**config.mk**
```make
export PLATFORM = sky130hd
export DESIGN_NAME = down_count_monitor
export DESIGN_NICKNAME = d
export VERILOG_FILES = /design/src/rtl/down_count_monitor.sv
export SDC_FILE = /design/constraint.sdc
export NUM_CORES = 1
export LEC_CHECK = 0
export CAP_MARGIN = 5
export CORE_UTILIZATION = 50
export CTS_CLUSTER_SIZE = 28
export DETAILED_ROUTE_END_ITERATION = 8
export PLACE_DENSITY_LB_ADDON = 0.15
export SLEW_MARGIN = 0
export SYNTH_ARGS = -nofsm -noshare
export SYNTH_HDL_FRONTEND = slang
export SYNTH_SLANG_ARGS = --single-unit
```
**constraint.sdc**
```tcl
create_clock -name clk -period 2.6 [get_ports clk]
set_clock_uncertainty 0.2 [all_clocks]
set_input_delay 0.26 -clock clk [delete_from_list [all_inputs] [get_ports clk]]
set_output_delay 0.26 -clock clk [all_outputs]
set_load 0.05 [all_outputs]
```
**src/rtl/down_count_monitor.sv**
```systemverilog
// -----------------------------------------------------------------------------
// down_count_monitor
//
// Purpose:
//   Qualifies the q bus of a ripple (asynchronous T-flip-flop) down counter.
//   The bus is brought into the clk domain through a two-flop synchronizer.
//   It is then filtered so that a value is accepted only after STABLE_CYCLES
//   further consecutive equal samples. Each accepted step is checked: a legal
//   decrement, the 0 -> max wrap, or an illegal jump.
//
// Parameters:
//   WIDTH          width of the monitored count bus
//   STABLE_CYCLES  equal synchronized samples needed before acceptance (1..7)
//   WRAP_W         width of the saturating wrap event counter
//
// Ports:
//   clk              system clock, rising edge
//   rst              synchronous active-high reset
//   cnt_in           raw counter q bus, asynchronous to clk
//   err_clr          clears step_err_sticky (a new error on the same edge wins)
//   cnt_stable       last accepted count
//   new_val          one-cycle pulse when cnt_stable takes a new value
//   wrap_pulse       one-cycle pulse on an accepted 0 -> 2^WIDTH-1 step
//   wrap_count       saturating number of wraps since reset
//   step_err         one-cycle pulse on an accepted illegal step
//   step_err_sticky  latched step error
// -----------------------------------------------------------------------------
module down_count_monitor #(
    parameter int WIDTH         = 4,
    parameter int STABLE_CYCLES = 2,
    parameter int WRAP_W        = 8
) (
    input  logic              clk,
    input  logic              rst,
    input  logic [WIDTH-1:0]  cnt_in,
    input  logic              err_clr,
    output logic [WIDTH-1:0]  cnt_stable,
    output logic              new_val,
    output logic              wrap_pulse,
    output logic [WRAP_W-1:0] wrap_count,
    output logic              step_err,
    output logic              step_err_sticky
);

    typedef enum logic [1:0] {
        ST_FILL  = 2'd0,
        ST_INIT  = 2'd1,
        ST_TRACK = 2'd2
    } state_t;

    localparam logic [2:0]        RUN_MAX  = 3'(STABLE_CYCLES);
    localparam logic [2:0]        RUN_ONE  = 3'd1;
    localparam logic [WIDTH-1:0]  CNT_ZERO = {WIDTH{1'b0}};
    localparam logic [WIDTH-1:0]  CNT_ONE  = WIDTH'(1);
    localparam logic [WIDTH-1:0]  CNT_MAX  = {WIDTH{1'b1}};
    localparam logic [WRAP_W-1:0] WRAP_ONE = WRAP_W'(1);
    localparam logic [WRAP_W-1:0] WRAP_MAX = {WRAP_W{1'b1}};

    // A legal step is exactly one below the held value.
    // From zero, the only legal step is the wrap, which is handled separately.
    function automatic logic is_decrement(input logic [WIDTH-1:0] old_v,
                                          input logic [WIDTH-1:0] new_v);
        return (old_v != CNT_ZERO) && (new_v == (old_v - CNT_ONE));
    endfunction

    state_t            state_q, state_d;
    logic              fill_q, fill_d;
    logic              primed_q, primed_d;
    logic [WIDTH-1:0]  s1_q, s1_d;
    logic [WIDTH-1:0]  s2_q, s2_d;
    logic [WIDTH-1:0]  cand_q, cand_d;
    logic [2:0]        run_q, run_d;
    logic [WIDTH-1:0]  cnt_stable_q, cnt_stable_d;
    logic              new_val_q, new_val_d;
    logic              wrap_pulse_q, wrap_pulse_d;
    logic [WRAP_W-1:0] wrap_count_q, wrap_count_d;
    logic              step_err_q, step_err_d;
    logic              sticky_q, sticky_d;
    logic              accept_s;

    // Next-state logic: synchronizer, fill sequencing, glitch filter and step checker.
    always_comb begin
        s1_d         = cnt_in;
        s2_d         = s1_q;
        state_d      = state_q;
        fill_d       = fill_q;
        primed_d     = primed_q;
        cand_d       = cand_q;
        run_d        = run_q;
        cnt_stable_d = cnt_stable_q;
        new_val_d    = 1'b0;
        wrap_pulse_d = 1'b0;
        wrap_count_d = wrap_count_q;
        step_err_d   = 1'b0;
        accept_s     = 1'b0;

        if (err_clr) begin
            sticky_d = 1'b0;
        end else begin
            sticky_d = sticky_q;
        end

        // Filter runs once s2 holds real samples.
        // The first filter edge always reloads the candidate, so the
        // post-reset cand value of 0 is never mistaken for a sample.
        if (state_q != ST_FILL) begin
            if (!primed_q || (s2_q != cand_q)) begin
                cand_d   = s2_q;
                run_d    = 3'd0;
                primed_d = 1'b1;
            end else if (run_q < RUN_MAX) begin
                run_d    = run_q + RUN_ONE;
                accept_s = (run_q == (RUN_MAX - RUN_ONE));
            end else begin
                run_d = run_q;
            end
        end else begin
            run_d = run_q;
        end

        case (state_q)
            ST_FILL: begin
                // Two edges are needed after reset before s2 carries a real sample.
                if (fill_q) begin
                    fill_d  = 1'b0;
                    state_d = ST_INIT;
                end else begin
                    fill_d = 1'b1;
                end
            end
            ST_INIT: begin
                if (accept_s) begin
                    cnt_stable_d = cand_q;
                    new_val_d    = 1'b1;
                    state_d      = ST_TRACK;
                end else begin
                    state_d = ST_INIT;
                end
            end
            ST_TRACK: begin
                if (accept_s && (cand_q != cnt_stable_q)) begin
                    cnt_stable_d = cand_q;
                    new_val_d    = 1'b1;
                    if ((cnt_stable_q == CNT_ZERO) && (cand_q == CNT_MAX)) begin
                        wrap_pulse_d = 1'b1;
                        if (wrap_count_q != WRAP_MAX) begin
                            wrap_count_d = wrap_count_q + WRAP_ONE;
                        end else begin
                            wrap_count_d = wrap_count_q;
                        end
                    end else if (is_decrement(cnt_stable_q, cand_q)) begin
                        wrap_pulse_d = 1'b0;
                    end else begin
                        step_err_d = 1'b1;
                        sticky_d   = 1'b1;
                    end
                end else begin
                    // An acceptance equal to the held value was only a glitch that returned.
                    cnt_stable_d = cnt_stable_q;
                end
            end
            default: begin
                state_d = ST_FILL;
                fill_d  = 1'b0;
            end
        endcase
    end

    // State and output registers with synchronous reset.
    always_ff @(posedge clk) begin
        if (rst) begin
            state_q      <= ST_FILL;
            fill_q       <= 1'b0;
            primed_q     <= 1'b0;
            s1_q         <= {WIDTH{1'b0}};
            s2_q         <= {WIDTH{1'b0}};
            cand_q       <= {WIDTH{1'b0}};
            run_q        <= 3'd0;
            cnt_stable_q <= {WIDTH{1'b0}};
            new_val_q    <= 1'b0;
            wrap_pulse_q <= 1'b0;
            wrap_count_q <= {WRAP_W{1'b0}};
            step_err_q   <= 1'b0;
            sticky_q     <= 1'b0;
        end else begin
            state_q      <= state_d;
            fill_q       <= fill_d;
            primed_q     <= primed_d;
            s1_q         <= s1_d;
            s2_q         <= s2_d;
            cand_q       <= cand_d;
            run_q        <= run_d;
            cnt_stable_q <= cnt_stable_d;
            new_val_q    <= new_val_d;
            wrap_pulse_q <= wrap_pulse_d;
            wrap_count_q <= wrap_count_d;
            step_err_q   <= step_err_d;
            sticky_q     <= sticky_d;
        end
    end

    assign cnt_stable      = cnt_stable_q;
    assign new_val         = new_val_q;
    assign wrap_pulse      = wrap_pulse_q;
    assign wrap_count      = wrap_count_q;
    assign step_err        = step_err_q;
    assign step_err_sticky = sticky_q;

endmodule

```
==> out/metrics.yaml, run 1 <==
areaGrowthSynthToFinish_pct: 22.7
min_period_ps: 2530
async_flop_share: 0
post-cts-setup-buffers: 0
cts_resized: 0
dieArea_sq_um: 3550
cts_buffer_depth: 2
outcome: "complete, no violations"
drive_gt1_frac: 0.128
num_io_pins: 23
path_max_fanout: 7
antennaDiodeCount: 0
cp.required_ps: 2680
relSlewSlack: 0.639
cts_root_buffer: "clkbuf_4"
drtPass1Iterations: 4
ys_ff_latch: 35
yosys.area_share.adder: 0.0529
crit_path_top_delay_cell: "or4_1"
syn_area_sq_um: 1660
synth.area.top_cells: "dfxtp_1, ha_1, mux2i_1"
final_area_sq_um: 2030
synthSimpleGateAreaFrac: 0.224
dpl_cell_area_sq_um: 1910
cts_max_level: 2
synth_compound_area_frac: 0.116
grt_pass1_vias: 1246
fmax_mhz: 396
clkTransAtPathRegs_ps: 120
synth_largest_area_cell: "dfxtp_1"
power.internal_w: 0.000973
first_iter_violations: 82
wl_per_cell_microns: 13.2
final_hold_viol_count: 0
p_per_area_nw_per_um2: 651
synth_top_family_by_area: "simple AND/OR/NAND/NOR gates"
tns_ps: 0
vias_per_cell: 5.45
postSynthCellCount: 174
nets: 216
floorplan.initialDensity: 0.534
synthesis.nets: 188
cts_made_buffers: 5
grt_usage: 0.211
port_buffers: 22
grt_pass1_wl_mm: 5.55
gp_congestion: 0.780
clk_latency_ps: 340
route.antenna.remaining_nets: 0
p_leak_nw: 0.829
worst_pin_slew_ps: 534
synth_edf_count: 0
final_cells: 247
synth_mux_area_frac: 0.0619
grt.overflow.total: 0
die_x_microns: 59.6
top_layer: "met4"
seq_power_share: 0.449
cts.sinks: 35
critPathMostFrequentCell: "inv_1"
p_sw_w: 0.000349
switching_share: 0.264
maxCapViolCount: 0
post-route-util: 0.655
cts_tree: "built"
arrival_ps: 2600
crit_chain: "inv_1, ha_1, inv_1, or4_4, or3_4, or4_1, a21oi_2"
yosysSeqAreaShare: 0.423
fp.dieH_microns: 59.6
core_area_sq_um: 3100
place_inst: 238
clkPwrFrac: 0.373
routed_wl_mm: 3.26
setup_viol: 0
vias: 1347
hold_buffers: 0
maxSlewViolCount: 0
antenna_found_initial: 0
ys.warnings.count: 0
num_rows: 20
critPathKind: "flop to flop"
yosysMostFrequentCell: "dfxtp_1"
p_comb_frac: 0.179
rsz0062_at_grt: "no"
avgSynthCellArea_sq_um: 9.52
met1_length_mm: 1.52
dr_wl_met2_mm: 1.50
route.detailed.drc: 0
critPathCaptureType: "flop"
ir_drop_mv: 0.418
synth_top_area_share: 0.423
hp-class: "flop to flop"
nFillCells: 281
synth_xor_area_frac: 0.0582
place_hpwl_mm: 2.28
min_period_over_period: 0.971
yosysUniqueCellTypes: 42
cpPeakStageDelay_ps: 530
start_kind: "flop"
grt_max_degree: 18
synth_commonest_cells: "dfxtp_1, nor2_1, a21oi_1, nor2b_1, inv_1"
wl_met3_microns: 168
synthFlopType: "dfxtp_1"
sequential cells by signal, summed over array words and instances, names as in the netlist:
register and flops:
fill_q 1, wrap_count 8, new_val 1, cnt_stable 4
cand_q 4, run_q 3, step_err 1, s2_q 4
primed_q 1, step_err_sticky 1, s1_q 4, state_q 2
wrap_pulse 1
layer usage:
metal	up-vias	GRT usage
met2	42	0.311
met5	-	0
met3	10	0.0742
met4	0	0.0997
li1	672	-
met1	623	0.273
stage by stage:
stage	setup slack (ps)	total power [W]	hold WS [ps]
final	74.7	0.00132	259
after global routing	14.6	0.00139	239
after CTS	100	0.00133	250
after detailed placement	112	0.000833	234
after global placement	248	0.000818	218
after floorplan	83.0	0.000774	188
worst paths after layout:
path	slack [ps]	endpoint	cells after the start	start
worst min register to register	260	s2_q[0]	1	s1_q[0]
worst max register to register	70	wrap_count[4]	7	cnt_stable[0]
worst max-delay path	70	wrap_count[4]	7	cnt_stable[0]
worst min-delay path	260	s2_q[0]	1	s1_q[0]
worst max-delay path, delay by kind of cell, from the launching register on:
family	cells	cell delay, ps
buffers and inverters	2	120
adder cells (fa/ha/maj)	1	140
AND/OR/NAND/NOR	3	1460
AO/OA/AOI/OAI	1	180
flip-flops	1	360
area by class of cell:
type | count | area, sq um | area share
Clock inverter | 3 | 67.6 | 0.0333
Sequential cell | 35 | 703 | 0.346
Inverter | 10 | 37.5 | 0.0185
Clock buffer | 5 | 37.5 | 0.0185
Tap cell | 44 | 55.1 | 0.0271
Multi-Input combinational cell | 122 | 866 | 0.426
Timing Repair Buffer | 28 | 265 | 0.131
placed cells by master (no fill, tap or decap), drive strengths merged, types with 6 or more instances in the layout:
cell type / netlist / final
dfxtp: 35 / 35
clkdlybuf4s50: 0 / 22
nor2: 14 / 14
a21oi: 13 / 13
nor2b: 11 / 11
inv: 10 / 10
xor2: 9 / 9
mux2i: 8 / 8
nand2: 8 / 8
ha: 7 / 7
buf: 4 / 6
power groups by stage:
stage | sequential, W | combinational, W | clock, W
finish | 0.000593 | 0.000236 | 0.000493
global route | 0.000598 | 0.000262 | 0.000531
CTS | 0.000593 | 0.000233 | 0.000501
detailed placement | 0.000605 | 0.000228 | 0
global placement | 0.000602 | 0.000216 | 0
floorplan | 0.000598 | 0.000177 | 0
cell families after synthesis:
kind of cell | Yosys count
muxes | 10
DFF | 35
AOI/OAI and AO/OA | 30
buffers and inverters | 18
and+or+nand+nor | 63
xor gates and xnor gates | 11
adders and majority gates | 7
Note: power is estimated with default switching activity, not from simulation.
==> run 2, diff against run 1 <==
--- a/config.mk
+++ b/config.mk
@@ -7,7 +7,6 @@
 export LEC_CHECK = 0
 export CAP_MARGIN = 5
 export CORE_UTILIZATION = 50
-export CTS_CLUSTER_SIZE = 28
 export DETAILED_ROUTE_END_ITERATION = 8
 export PLACE_DENSITY_LB_ADDON = 0.15
 export SLEW_MARGIN = 0
==> results of run 2 <==
The final DEF is identical to that of run 1; final timing and power are the same.
==> run 3, diff against run 2 <==
--- a/config.mk
+++ b/config.mk
@@ -8,6 +8,7 @@
 export CAP_MARGIN = 5
 export CORE_UTILIZATION = 50
 export DETAILED_ROUTE_END_ITERATION = 8
+export GPL_TIMING_DRIVEN = 0
 export PLACE_DENSITY_LB_ADDON = 0.15
 export SLEW_MARGIN = 0
 export SYNTH_ARGS = -nofsm -noshare
==> out/metrics.yaml, run 3 (synthesis gave the netlist of run 1 again) <==
outcome: "complete, no violations"  # unchanged
hp-class: "primary input to flop"  # was flop to flop
vias_per_cell: 5.60  # was 5.45
dieArea_sq_um: 3550  # unchanged
fp.dieH_microns: 59.6  # unchanged
cts_tree: "built"  # unchanged
port_buffers: 21  # was 22
antennaDiodeCount: 0  # unchanged
areaGrowthSynthToFinish_pct: 21.0  # was 22.7%
final_cells: 248  # was 247
post-route-util: 0.646  # was 0.655
cts_root_buffer: "clkbuf_4"  # unchanged
core_area_sq_um: 3100  # unchanged
arrival_ps: 2570  # was 2600 ps
p_per_area_nw_per_um2: 578  # was 651 nW/um^2
grt_max_degree: 13  # was 18
place_inst: 239  # was 238
dpl_cell_area_sq_um: 1920  # was 1910 sq um
finalPower_w: 0.00116  # was 0.00132 W
grt.overflow.total: 0  # unchanged
clk_latency_ps: 360  # was 340 ps
clkPwrFrac: 0.291  # was 0.373
final_common_cell: "dfxtp_1"  # unchanged
r2r-start: "cnt_stable[0]"  # unchanged
grt_pass1_wl_mm: 5.61  # was 5.55 mm
maxCapViolCount: 0  # unchanged
ir_drop_mv: 0.397  # was 0.418 mV
startpoint: "cnt_stable[0]"  # unchanged
cts_buffer_depth: 2  # unchanged
power.internal_w: 0.000799  # was 0.000973 W
p_comb_frac: 0.199  # was 0.179
final_hold_viol_count: 0  # unchanged
p_leak_nw: 0.816  # was 0.829 nW
route.antenna.remaining_nets: 0  # unchanged
largest_reg_flops: 8  # unchanged
num_io_pins: 23  # unchanged
nets: 217  # was 216
fmax_mhz: 396  # about the same
wl_per_cell_microns: 13.7  # was 13.2 microns
rsz0062_at_grt: "yes"  # was no
path_max_fanout: 10  # was 7
gp_congestion: 0.793  # was 0.780
worst_pin_slew_ps: 544  # was 534 ps
post-cts-setup-buffers: 0  # unchanged
tns_ps: 0  # unchanged
mostFrequentLayoutCells: "dfxtp_1, clkdlybuf4s50_1, nor2_1"  # unchanged
antenna_found_initial: 0  # unchanged
final_area_sq_um: 2000  # was 2030 sq um
hp-start: "cnt_in[0]"  # was s1_q[0]
first_iter_violations: 117  # was 82
critPathKind: "flop to flop"  # unchanged
place_hpwl_mm: 2.45  # was 2.28 mm
clkTransAtPathRegs_ps: 110  # was 120 ps
drtPass1Iterations: 4  # unchanged
cts_max_level: 2  # unchanged
floorplan.initialDensity: 0.534  # unchanged
start_kind: "flop"  # unchanged
num_rows: 20  # unchanged
drive_gt1_frac: 0.113  # was 0.128
min_period_ps: 2530  # about the same
route.detailed.drc: 0  # unchanged
die_x_microns: 59.6  # unchanged
switching_share: 0.311  # was 0.264
reg2regPathDepth: 8  # was 7
hold_depth: 2  # was 1
critPathCaptureType: "flop"  # unchanged
cts_made_buffers: 5  # unchanged
cts.sinks: 35  # unchanged
cp.required_ps: 2640  # was 2680 ps
min_period_over_period: 0.972  # was 0.971
relSlewSlack: 0.634  # was 0.639
routed_wl_mm: 3.40  # was 3.26 mm
vias: 1388  # was 1,347
p_sw_w: 0.000360  # was 0.000349 W
grt_pass1_vias: 1306  # was 1,246
setup_viol: 0  # unchanged
seq_power_share: 0.510  # was 0.449
maxSlewViolCount: 0  # unchanged
grt_usage: 0.217  # was 0.211
run 3: changes by cell type in the layout (fill, tap and decap cells not counted), moves of 2 or more:
| cell | previous run | this run |
|---|---|---|
| bufinv_16 | 2 | 0 |
| clkbuf_8 | 0 | 3 |
| clkbuf_1 | 0 | 2 |
| buf_4 | 6 | 1 |
| buf_6 | 0 | 2 |
run 3: stage by stage:
step / hold WS, ps / worst slack, ps
6_report: 247 / 71.6
2_1_floorplan: 188 / 83.0
3_5_place_dp: 233 / 69.5
4_1_cts: 236 / 52.7
5_1_grt: 245 / -36.3
3_3_place_gp: 221 / 128
run 3: path summary, 6_finish.rpt:
kind,endpoint,slack [ps]
worst max-delay path,wrap_count[7],70
worst min-delay path,s1_q[0],250
worst max register to register,wrap_count[7],70
worst min register to register,s2_q[3],260
run 3: worst max-delay path, stage by stage, from the launching register on:
cell and delay, ps:
dfxtp_2 360, inv_1 60, ha_1 130, inv_1 60, or4_4 490, or3_4 370
clkbuf_8 180, nor4_4 220, mux2_1 340
run 3: layout make-up:
cell class | instances | area [sq um]
Fill cell | 277 | 1100
Buffer | 8 | 68.8
Tap cell | 44 | 55.1
Timing Repair Buffer | 22 | 220
Clock inverter | 2 | 16.3
Inverter | 10 | 37.5
Multi-Input combinational cell | 121 | 852
Sequential cell | 35 | 703
Clock buffer | 6 | 51.3
run 3: power groups by stage:
stage | Sequential [W] | Combinational (W) | Clock [W]
after floorplan | 0.000598 | 0.000177 | 0
final | 0.000591 | 0.000231 | 0.000337
after CTS | 0.000591 | 0.000228 | 0.000342
after global placement | 0.000601 | 0.000209 | 0
after detailed placement | 0.000603 | 0.000224 | 0
after global routing | 0.000597 | 0.000256 | 0.000361
run 3: layer usage:
layer  part of all wire  track usage  vias up
li1                   -            -      669
met1               0.46        0.251      675
met2               0.49        0.376       37
met3              0.036       0.0459        7
met4              0.021        0.110        0
met5                  0            0        -
run 3: what timing repair did:
action / in CTS / in global routing
setup endpoints to repair: 0 / 7
hold buffers: 1 / 0
gates resized for setup: 0 / 1
hold endpoints to repair: 1 / 0
